`src/rtl/unified_mem_arbiter.sv`:
```
`timescale 1ns/1ps
// -----------------------------------------------------------------------------
// unified_mem_arbiter
//
// Shares one single-ported unified instruction/data memory between the fetch
// path (IF, read-only) and the load/store path (DM). One transaction is
// accepted per grant. A granted read parks the sequencer in RD_WAIT for the
// fixed memory read latency and then raises rvalid for the requester that
// issued it. Writes complete at the accepting edge and never leave IDLE.
//
// Priority:
//   default            : DM wins. IF wins instead once DM has been granted
//                        MAX_STREAK times in a row while IF was waiting.
//   MEM_ARB_RR_EN      : define this macro for strict round-robin. On a tie
//                        the requester not granted last wins, and the
//                        starvation counter is removed.
//
// Parameters:
//   ADDR_W      address width
//   DATA_W      data width (multiple of 8)
//   RD_LAT      memory read latency in cycles (1..3)
//   MAX_STREAK  DM grants allowed in a row while IF waits (1..15)
//
// Ports:
//   clk, rst                   rising-edge clock, async active-high reset
//   if_req/if_addr             fetch read request
//   if_gnt/if_rvalid/if_rdata  fetch grant and read return
//   dm_req/dm_we/dm_be/
//   dm_addr/dm_wdata           load/store request
//   dm_gnt/dm_rvalid/dm_rdata  load/store grant and read return
//   mem_en/mem_we/mem_be/
//   mem_addr/mem_wdata         memory command (valid when mem_en)
//   mem_rdata                  memory read data, RD_LAT cycles after accept
//   busy                       a read is outstanding
// -----------------------------------------------------------------------------
module unified_mem_arbiter #(
  parameter int ADDR_W     = 32,
  parameter int DATA_W     = 32,
  parameter int RD_LAT     = 1,
  parameter int MAX_STREAK = 4
) (
  input  logic                clk,
  input  logic                rst,
  input  logic                if_req,
  input  logic [ADDR_W-1:0]   if_addr,
  output logic                if_gnt,
  output logic                if_rvalid,
  output logic [DATA_W-1:0]   if_rdata,
  input  logic                dm_req,
  input  logic                dm_we,
  input  logic [DATA_W/8-1:0] dm_be,
  input  logic [ADDR_W-1:0]   dm_addr,
  input  logic [DATA_W-1:0]   dm_wdata,
  output logic                dm_gnt,
  output logic                dm_rvalid,
  output logic [DATA_W-1:0]   dm_rdata,
  output logic                mem_en,
  output logic                mem_we,
  output logic [DATA_W/8-1:0] mem_be,
  output logic [ADDR_W-1:0]   mem_addr,
  output logic [DATA_W-1:0]   mem_wdata,
  input  logic [DATA_W-1:0]   mem_rdata,
  output logic                busy
);

  localparam int         BE_W     = DATA_W / 8;
  localparam logic [1:0] LAT_LOAD = 2'(RD_LAT - 1);
  localparam logic       OWN_IF   = 1'b0;
  localparam logic       OWN_DM   = 1'b1;

  typedef enum logic {
    IDLE    = 1'b0,
    RD_WAIT = 1'b1
  } state_t;

  state_t            state_reg, state_next;
  logic [1:0]        lat_cnt_reg, lat_cnt_next;
  logic              owner_reg, owner_next;

  // Last command driven to memory; replayed on mem_* while nothing is granted.
  logic [ADDR_W-1:0] addr_hold_reg;
  logic [DATA_W-1:0] wdata_hold_reg;
  logic [BE_W-1:0]   be_hold_reg;

  logic              grant_ok;
  logic              if_wins;
  logic              rd_done;

  // Grants are purely combinational in IDLE. Gating with rst keeps every
  // grant (and therefore mem_en) low while reset is held.
  assign grant_ok = (state_reg == IDLE) && !rst;

`ifdef MEM_ARB_RR_EN
  // 1 = DM was granted last. Resetting to IF lets DM take the first tie.
  logic last_dm_reg;

  assign if_wins = if_req && (!dm_req || last_dm_reg);

  always_ff @(posedge clk or posedge rst) begin
    if (rst) begin
      last_dm_reg <= 1'b0;
    end else if (if_gnt) begin
      last_dm_reg <= 1'b0;
    end else if (dm_gnt) begin
      last_dm_reg <= 1'b1;
    end
  end
`else
  localparam logic [3:0] STREAK_MAX = 4'(MAX_STREAK);

  logic [3:0] streak_reg, streak_next;

  // IF only overrides DM once the streak has saturated.
  assign if_wins = if_req && (!dm_req || (streak_reg == STREAK_MAX));

  always_comb begin
    streak_next = streak_reg;
    if (!if_req || if_gnt) begin
      streak_next = 4'd0;
    end else if (dm_gnt && (streak_reg != STREAK_MAX)) begin
      streak_next = streak_reg + 4'd1;
    end
  end

  always_ff @(posedge clk or posedge rst) begin
    if (rst) begin
      streak_reg <= 4'd0;
    end else begin
      streak_reg <= streak_next;
    end
  end
`endif

  assign if_gnt = grant_ok && if_wins;
  assign dm_gnt = grant_ok && dm_req && !if_wins;

  // Memory command mux. IF is always a full-word read; when nobody is
  // granted the previous command fields are held to avoid needless toggling.
  always_comb begin
    mem_en    = if_gnt | dm_gnt;
    mem_we    = dm_gnt & dm_we;
    mem_be    = be_hold_reg;
    mem_addr  = addr_hold_reg;
    mem_wdata = wdata_hold_reg;
    if (if_gnt) begin
      mem_be   = '1;
      mem_addr = if_addr;
    end else if (dm_gnt) begin
      mem_be    = dm_be;
      mem_addr  = dm_addr;
      mem_wdata = dm_wdata;
    end
  end

  always_ff @(posedge clk or posedge rst) begin
    if (rst) begin
      be_hold_reg    <= '0;
      addr_hold_reg  <= '0;
      wdata_hold_reg <= '0;
    end else if (mem_en) begin
      be_hold_reg    <= mem_be;
      addr_hold_reg  <= mem_addr;
      wdata_hold_reg <= mem_wdata;
    end
  end

  // Read return: memory data is simply passed through; only rvalid is steered.
  assign rd_done   = (state_reg == RD_WAIT) && (lat_cnt_reg == 2'd0);
  assign if_rvalid = rd_done && (owner_reg == OWN_IF);
  assign dm_rvalid = rd_done && (owner_reg == OWN_DM);
  assign if_rdata  = mem_rdata;
  assign dm_rdata  = mem_rdata;
  assign busy      = (state_reg == RD_WAIT);

  // Sequencer next state.
  always_comb begin
    state_next   = state_reg;
    lat_cnt_next = lat_cnt_reg;
    owner_next   = owner_reg;
    case (state_reg)
      IDLE: begin
        if (mem_en && !mem_we) begin
          state_next   = RD_WAIT;
          lat_cnt_next = LAT_LOAD;
          owner_next   = dm_gnt ? OWN_DM : OWN_IF;
        end
      end
      RD_WAIT: begin
        if (lat_cnt_reg == 2'd0) begin
          state_next = IDLE;
        end else begin
          lat_cnt_next = lat_cnt_reg - 2'd1;
        end
      end
      default: state_next = IDLE;
    endcase
  end

  // An asserted reset drops any outstanding read immediately.
  always_ff @(posedge clk or posedge rst) begin
    if (rst) begin
      state_reg   <= IDLE;
      lat_cnt_reg <= 2'd0;
      owner_reg   <= OWN_IF;
    end else begin
      state_reg   <= state_next;
      lat_cnt_reg <= lat_cnt_next;
      owner_reg   <= owner_next;
    end
  end

endmodule

```
`config.mk`:
```
export PLATFORM = sky130hd
export DESIGN_NAME = unified_mem_arbiter
export DESIGN_NICKNAME = d
export VERILOG_FILES = /design/src/rtl/unified_mem_arbiter.sv
export SDC_FILE = /design/constraint.sdc
export NUM_CORES = 1
export LEC_CHECK = 0
export CAP_MARGIN = 20
export CORE_ASPECT_RATIO = 1.2
export CORE_UTILIZATION = 38
export DETAILED_ROUTE_END_ITERATION = 8
export PLACE_DENSITY_LB_ADDON = 0.05
export SLEW_MARGIN = 25
export SYNTH_ARGS = -nofsm -noshare
export SYNTH_HDL_FRONTEND = slang
export SYNTH_SLANG_ARGS = --single-unit
```
`constraint.sdc`:
```
create_clock -name clk -period 3.7 [get_ports clk]
set_input_delay 1.11 -clock clk [delete_from_list [all_inputs] [get_ports clk]]
set_output_delay 1.11 -clock clk [all_outputs]
set_load 0.01 [all_outputs]
```
## Word level (Yosys, flattened, before mapping)

Cells that the tools add are included.
Widths: inputs -> output; s select.

| word-level totals | value |
|---|---|
| output and inout port bits | 139 |
| word-level logic and storage cells | 53 |
| register bits | 76 |
| input bits | 137 |

| cells by class | value |
|---|---|
| mux-type cells | 15 |
| reductions and logical operators | 21 |
| add/sub/neg operators | 2 |
| equality and inequality tests | 4 |
| bitwise operators | 4 |

Operator list:

| cell | count |
|---|---|
| $mux 32 | 4 |
| $mux 4 | 4 |
| $logic_and 1x1->1 | 10 |
| $logic_not 1->1 | 5 |
| $add 4x1->4 const B | 1 |
| $eq 4x3->1 const B | 1 |
| $mux 2 | 2 |
| $ne 4x3->1 const B | 1 |
| $pmux 2 s2 | 1 |
| $reduce_and 2->1 | 2 |
| $mux 1 | 3 |
| $logic_not 2->1 | 1 |
| $logic_or 1x1->1 | 2 |
| $ne 2x1->1 const B | 1 |
| $ne 2x2->1 const B | 1 |
| $not 1->1 | 2 |
| $pmux 1 s2 | 1 |
| $reduce_bool 2->1 | 1 |
| $sub 2x1->2 const B | 1 |
| $and 1x1->1 | 1 |
| $or 1x1->1 | 1 |

## Longest topological paths before layout

| logic depth | value |
|---|---|
| depth after elaboration | 10 |
| mapped depth | 8 |
| depth with buffers taken out | 7 |

## Worst setup path before layout

No wires, ideal clock.

| timing path | value |
|---|---|
| path kind | input-to-output |
| from | input rst |
| to | output mem_addr[8] |
| buffers on the path | 2 |
| cell stages on the path | 6 |
| path slack | 0.261 ns |
| arrival | 2.329 ns |
| required time | 2.590 ns |
| path through | or2_2 -> buf_2 -> nor2_1 -> buf_2 -> nor2_1 -> a211oi_1 |

| on the way | value |
|---|---|
| cells in the longest elaborated chain, start to end | 6 |
| elaborated cells between the ends (all ways) | 7 |
| those cells by class | 2 x mux; 5 x reduce/logical |

RTL lines:

| what | line | text |
|---|---|---|
| start: declaration | 43 | `input logic rst,` |
| $logic_not 1->1 (no line) * | -- |  |
| $logic_and 1x1->1 * | 91 | `assign grant_ok = (state_reg == IDLE) && !rst;` |
| $logic_and 1x1->1 (2 in a row) | 135 | `assign dm_gnt = grant_ok && dm_req && !if_wins;` |
| $mux 32 | 148 | `end else if (dm_gnt) begin` |
| $mux 32 * | 145 | `if (if_gnt) begin` |
| end: declaration | 60 | `output logic [ADDR_W-1:0] mem_addr,` |

Mark *: on every way between the ends. The rest lies on a longest branch, timed or not.

## Worst setup path in the final report

| timing path | value |
|---|---|
| from | input if_req |
| to | output mem_wdata[25] |

| on the way | value |
|---|---|
| cells in the longest elaborated chain, start to end | 5 |
| elaborated cells between the ends (all ways) | 6 |
| those cells by class | 2 x mux; 4 x reduce/logical |

RTL lines:

| what | line | text |
|---|---|---|
| start: declaration | 44 | `input logic if_req,` |
| $logic_and 1x1->1 * | 114 | `assign if_wins = if_req && (!dm_req \|\| (streak_reg == STREAK_MAX));` |
| $logic_not 1->1 | 135 |  |
| $logic_and 1x1->1 | 135 |  |
| $mux 32 | 148 |  |
| $mux 32 * | 145 |  |
| end: declaration | 61 | `output logic [DATA_W-1:0] mem_wdata,` |

Marked as above.

==> impl_metrics.yaml <==
run_status:
  status: "finished clean"
sta:
  rsz0062_at_grt: "yes"
  timing.final.ws_setup_ns: 0.0405
  worst_pin_slew_ns: 0.747
  fin_crit_sh_pct: 98.9
  fin_skew_ns: 0.00622
  hold_viol: 0
  fin_crit_ns: 3.66
  drv_slew: 0
  setup_viol: 0
  relSlewSlack_pct: 50.2
  max_freq_mhz: 273
global_route:
  antenna_found_initial: 0
  grt_pass1_vias: 4270
  grt_first_pass_wirelength_mm: 19.9
  gr-usage-all-layers_pct: 20.9
  grt_max_degree: 41
  gr-total-overflow: 0
finish:
  n_fill_cell: 1032
  final_layout_size_suffix_gt1_share_pct: 32.9
  stdcell_area_um2: 7030
  area_growth_pct: 56.6
  n_antenna_cell: 0
  nNetsFinal: 781
cts:
  root_buffer: "clkbuf_16"
  numCtsBuffers: 9
  clockBufferDepth: 2
  path_clk_slew_ns: 0.06
  cts_num_sinks: 76
  clk_latency_ns: 0.33
  cts_tree: "done"
  htreeDepth: 3
synth:
  ys_seq_elements: 76
  async_reset_ff_share_pct: 100
  ys_seq_area_share_pct: 42.3
  yosys.area.top_type: "dfrtp_1"
  synth_area_leaders: "dfrtp_1, buf_4, a211oi_1"
  syn_inst: 449
  synth_cell_types: 34
  synth.avg_cell_area_um2: 10.0
  synth_flop_cell: "dfrtp_1"
  synth_top_area_share_pct: 42.3
  synth_edf_count: 0
  synth_nets: 589
  yosysMostFrequentCell: "dfrtp_1"
  synth_warnings: 0
  synth_common_cells: "dfrtp_1, nor2_1, buf_4"
  syn_area_um2: 4490
floorplanning:
  row_count: 43
  ios: 276
  chipWidth_um: 101
  fp.dieH_um: 121
  initial_core_util_pct: 39.0
  core_um2: 11500
  die_area_um2: 12300
placed_design:
  place_area_um2: 6560
  place.port_buffers: 179
  place.gp.congestion: 0.722
  dp_hpwl_mm: 8.20
  place_ws_ns: -0.574
worst_setup_path:
  worstPathMaxFanout: 14
  r2r_end: "wdata_hold_reg[15]"
  cp-end-kind: "primary output"
  r2r.worst_path.cells: 9
  critPathLaunch: "if_req"
  start_kind: "input pin"
  cp_data_required_time_ns: 2.59
  crit_slowest_cell: "mux2_1"
  crit_chain: "dlygate4sd2_1 > o21ai_4 > nand3_4 > buf_6 > buf_12 > mux2_1 > clkdlybuf4s15_2"
  cp.arrival_ns: 2.55
  rr_startpoint: "streak_reg[0]"
  reg2reg_slack_ns: 1.40
  crit_type: "input pin to primary output"
  max_stage_delay_ns: 0.32
detailed_routing:
  wirelength_mm: 12.1
  drc_errors: 0
  drt-initial-drc-count: 83
  wl_per_cell_um: 15.1
  ant_nets: 0
  vias: 4027
  dr.pass1.iters: 4
  viasPerCell: 5.02
hold_path:
  min_from: "wdata_hold_reg[14]"
  hold_path_class: "flip-flop to flip-flop"
  holdPathEnd: "wdata_hold_reg[14]"
  hold_depth: 1
power_and_ir_drop:
  leakagePower_nw: 3.00
  power.density_nw_per_um2: 408
  ir_drop_mv: 0.186
run:
  drv_cap: 0
placed cells by master (no fill, tap or decap), drive strengths merged, types with 2 or more instances in the layout:
| cell type | count |
|---|---|
| buf | 119 |
| clkdlybuf4s50 | 106 |
| dfrtp | 76 |
| nor2 | 70 |
| a211oi | 64 |
| mux2 | 64 |
| nor3 | 34 |
| dlygate4sd2 | 25 |
| clkbuf | 20 |
| clkdlybuf4s15 | 13 |
| o22a | 8 |
| inv | 7 |
| nand2 | 3 |
| ha | 3 |
| nand3 | 3 |
| o21ai | 3 |
| a21oi | 3 |
| and2 | 2 |
| a21boi | 2 |
| nor2b | 2 |
| clkinv | 2 |
| bufinv | 2 |
| bufbuf | 2 |
where the power goes:
| part | internal, W | switching (W) | total, W | leakage [nW] |
|---|---|---|---|---|
| combinational | 0.000493 | 0.000390 | 0.000884 | 1.97 |
| sequential | 0.000975 | 0.0000568 | 0.00103 | 0.876 |
| clock | 0.000622 | 0.000332 | 0.000954 | 0.158 |
what timing repair did:
action / CTS / global route
hold buffers: 0 / 0
gates cloned: 4 / 0
endpoints found under the setup margin: 72 / 50
gates resized for setup: 193 / 40
pin swaps: 4 / 0
setup buffers: 8 / 3
final cells by class:
class                      instances  area [µm²]  share of cell area, %
sequential                        76        1900                   27.1
multi-input combinational        272        2080                   29.6
timing repair buffer             274        2490                   35.4
clock inverter                     4        72.6                   1.03
clock buffer                      11         253                   3.59
inverter                           8        38.8                  0.551
tap                              157         196                   2.79
routing by layer:
metal,track usage [%],share of wire (%),vias up
met5,0,0,-
met2,36.6,51,141
met3,7.14,7.9,13
li1,-,-,1915
met1,23.3,40,1958
met4,7.07,1.0,0
through the flow:
step           power [W]  hold slack, ns  std cells  util (%)  TNS [ns]
2_1_floorplan    0.00153           0.451        449         -         0
3_3_place_gp     0.00198           0.462        772      57.0    -35.06
3_5_place_dp     0.00200           0.477        772      57.0    -34.78
4_1_cts          0.00290           0.490        799      61.0   -0.0350
5_1_grt          0.00303           0.502        802      61.1    -0.216
6_report         0.00287           0.484        802      61.1         0
worst max path at each step:
stage                          endpoint  slack, ns
final                     mem_wdata[25]       0.04
after detailed placement   mem_addr[10]      -0.57
after global routing      mem_wdata[11]      -0.02
after CTS                 mem_wdata[19]     -0.007
after floorplan             mem_addr[8]       0.26
after global placement     mem_addr[16]      -0.59
critical path: cells and delay by family:
family          cells  cell delay, ns
simple gates        1            0.17
buf+inv             4            0.84
mux                 1            0.32
compound gates      1            0.10
kinds of logic (layout without fill, tap and decap cells):
kind of cell / Yosys count / in the layout / share of synthesized area [%]
multiplexers: 65 / 65 / 16.3
adder cells (fa/ha/maj): 3 / 3 / 0.836
buffers and inverters: 101 / 297 / 14.6
AO/OA/AOI/OAI: 83 / 83 / 14.0
AND/OR/NAND/NOR: 121 / 121 / 12.0
flip-flops: 76 / 76 / 42.3
Note: power is estimated with default switching activity, not from simulation.
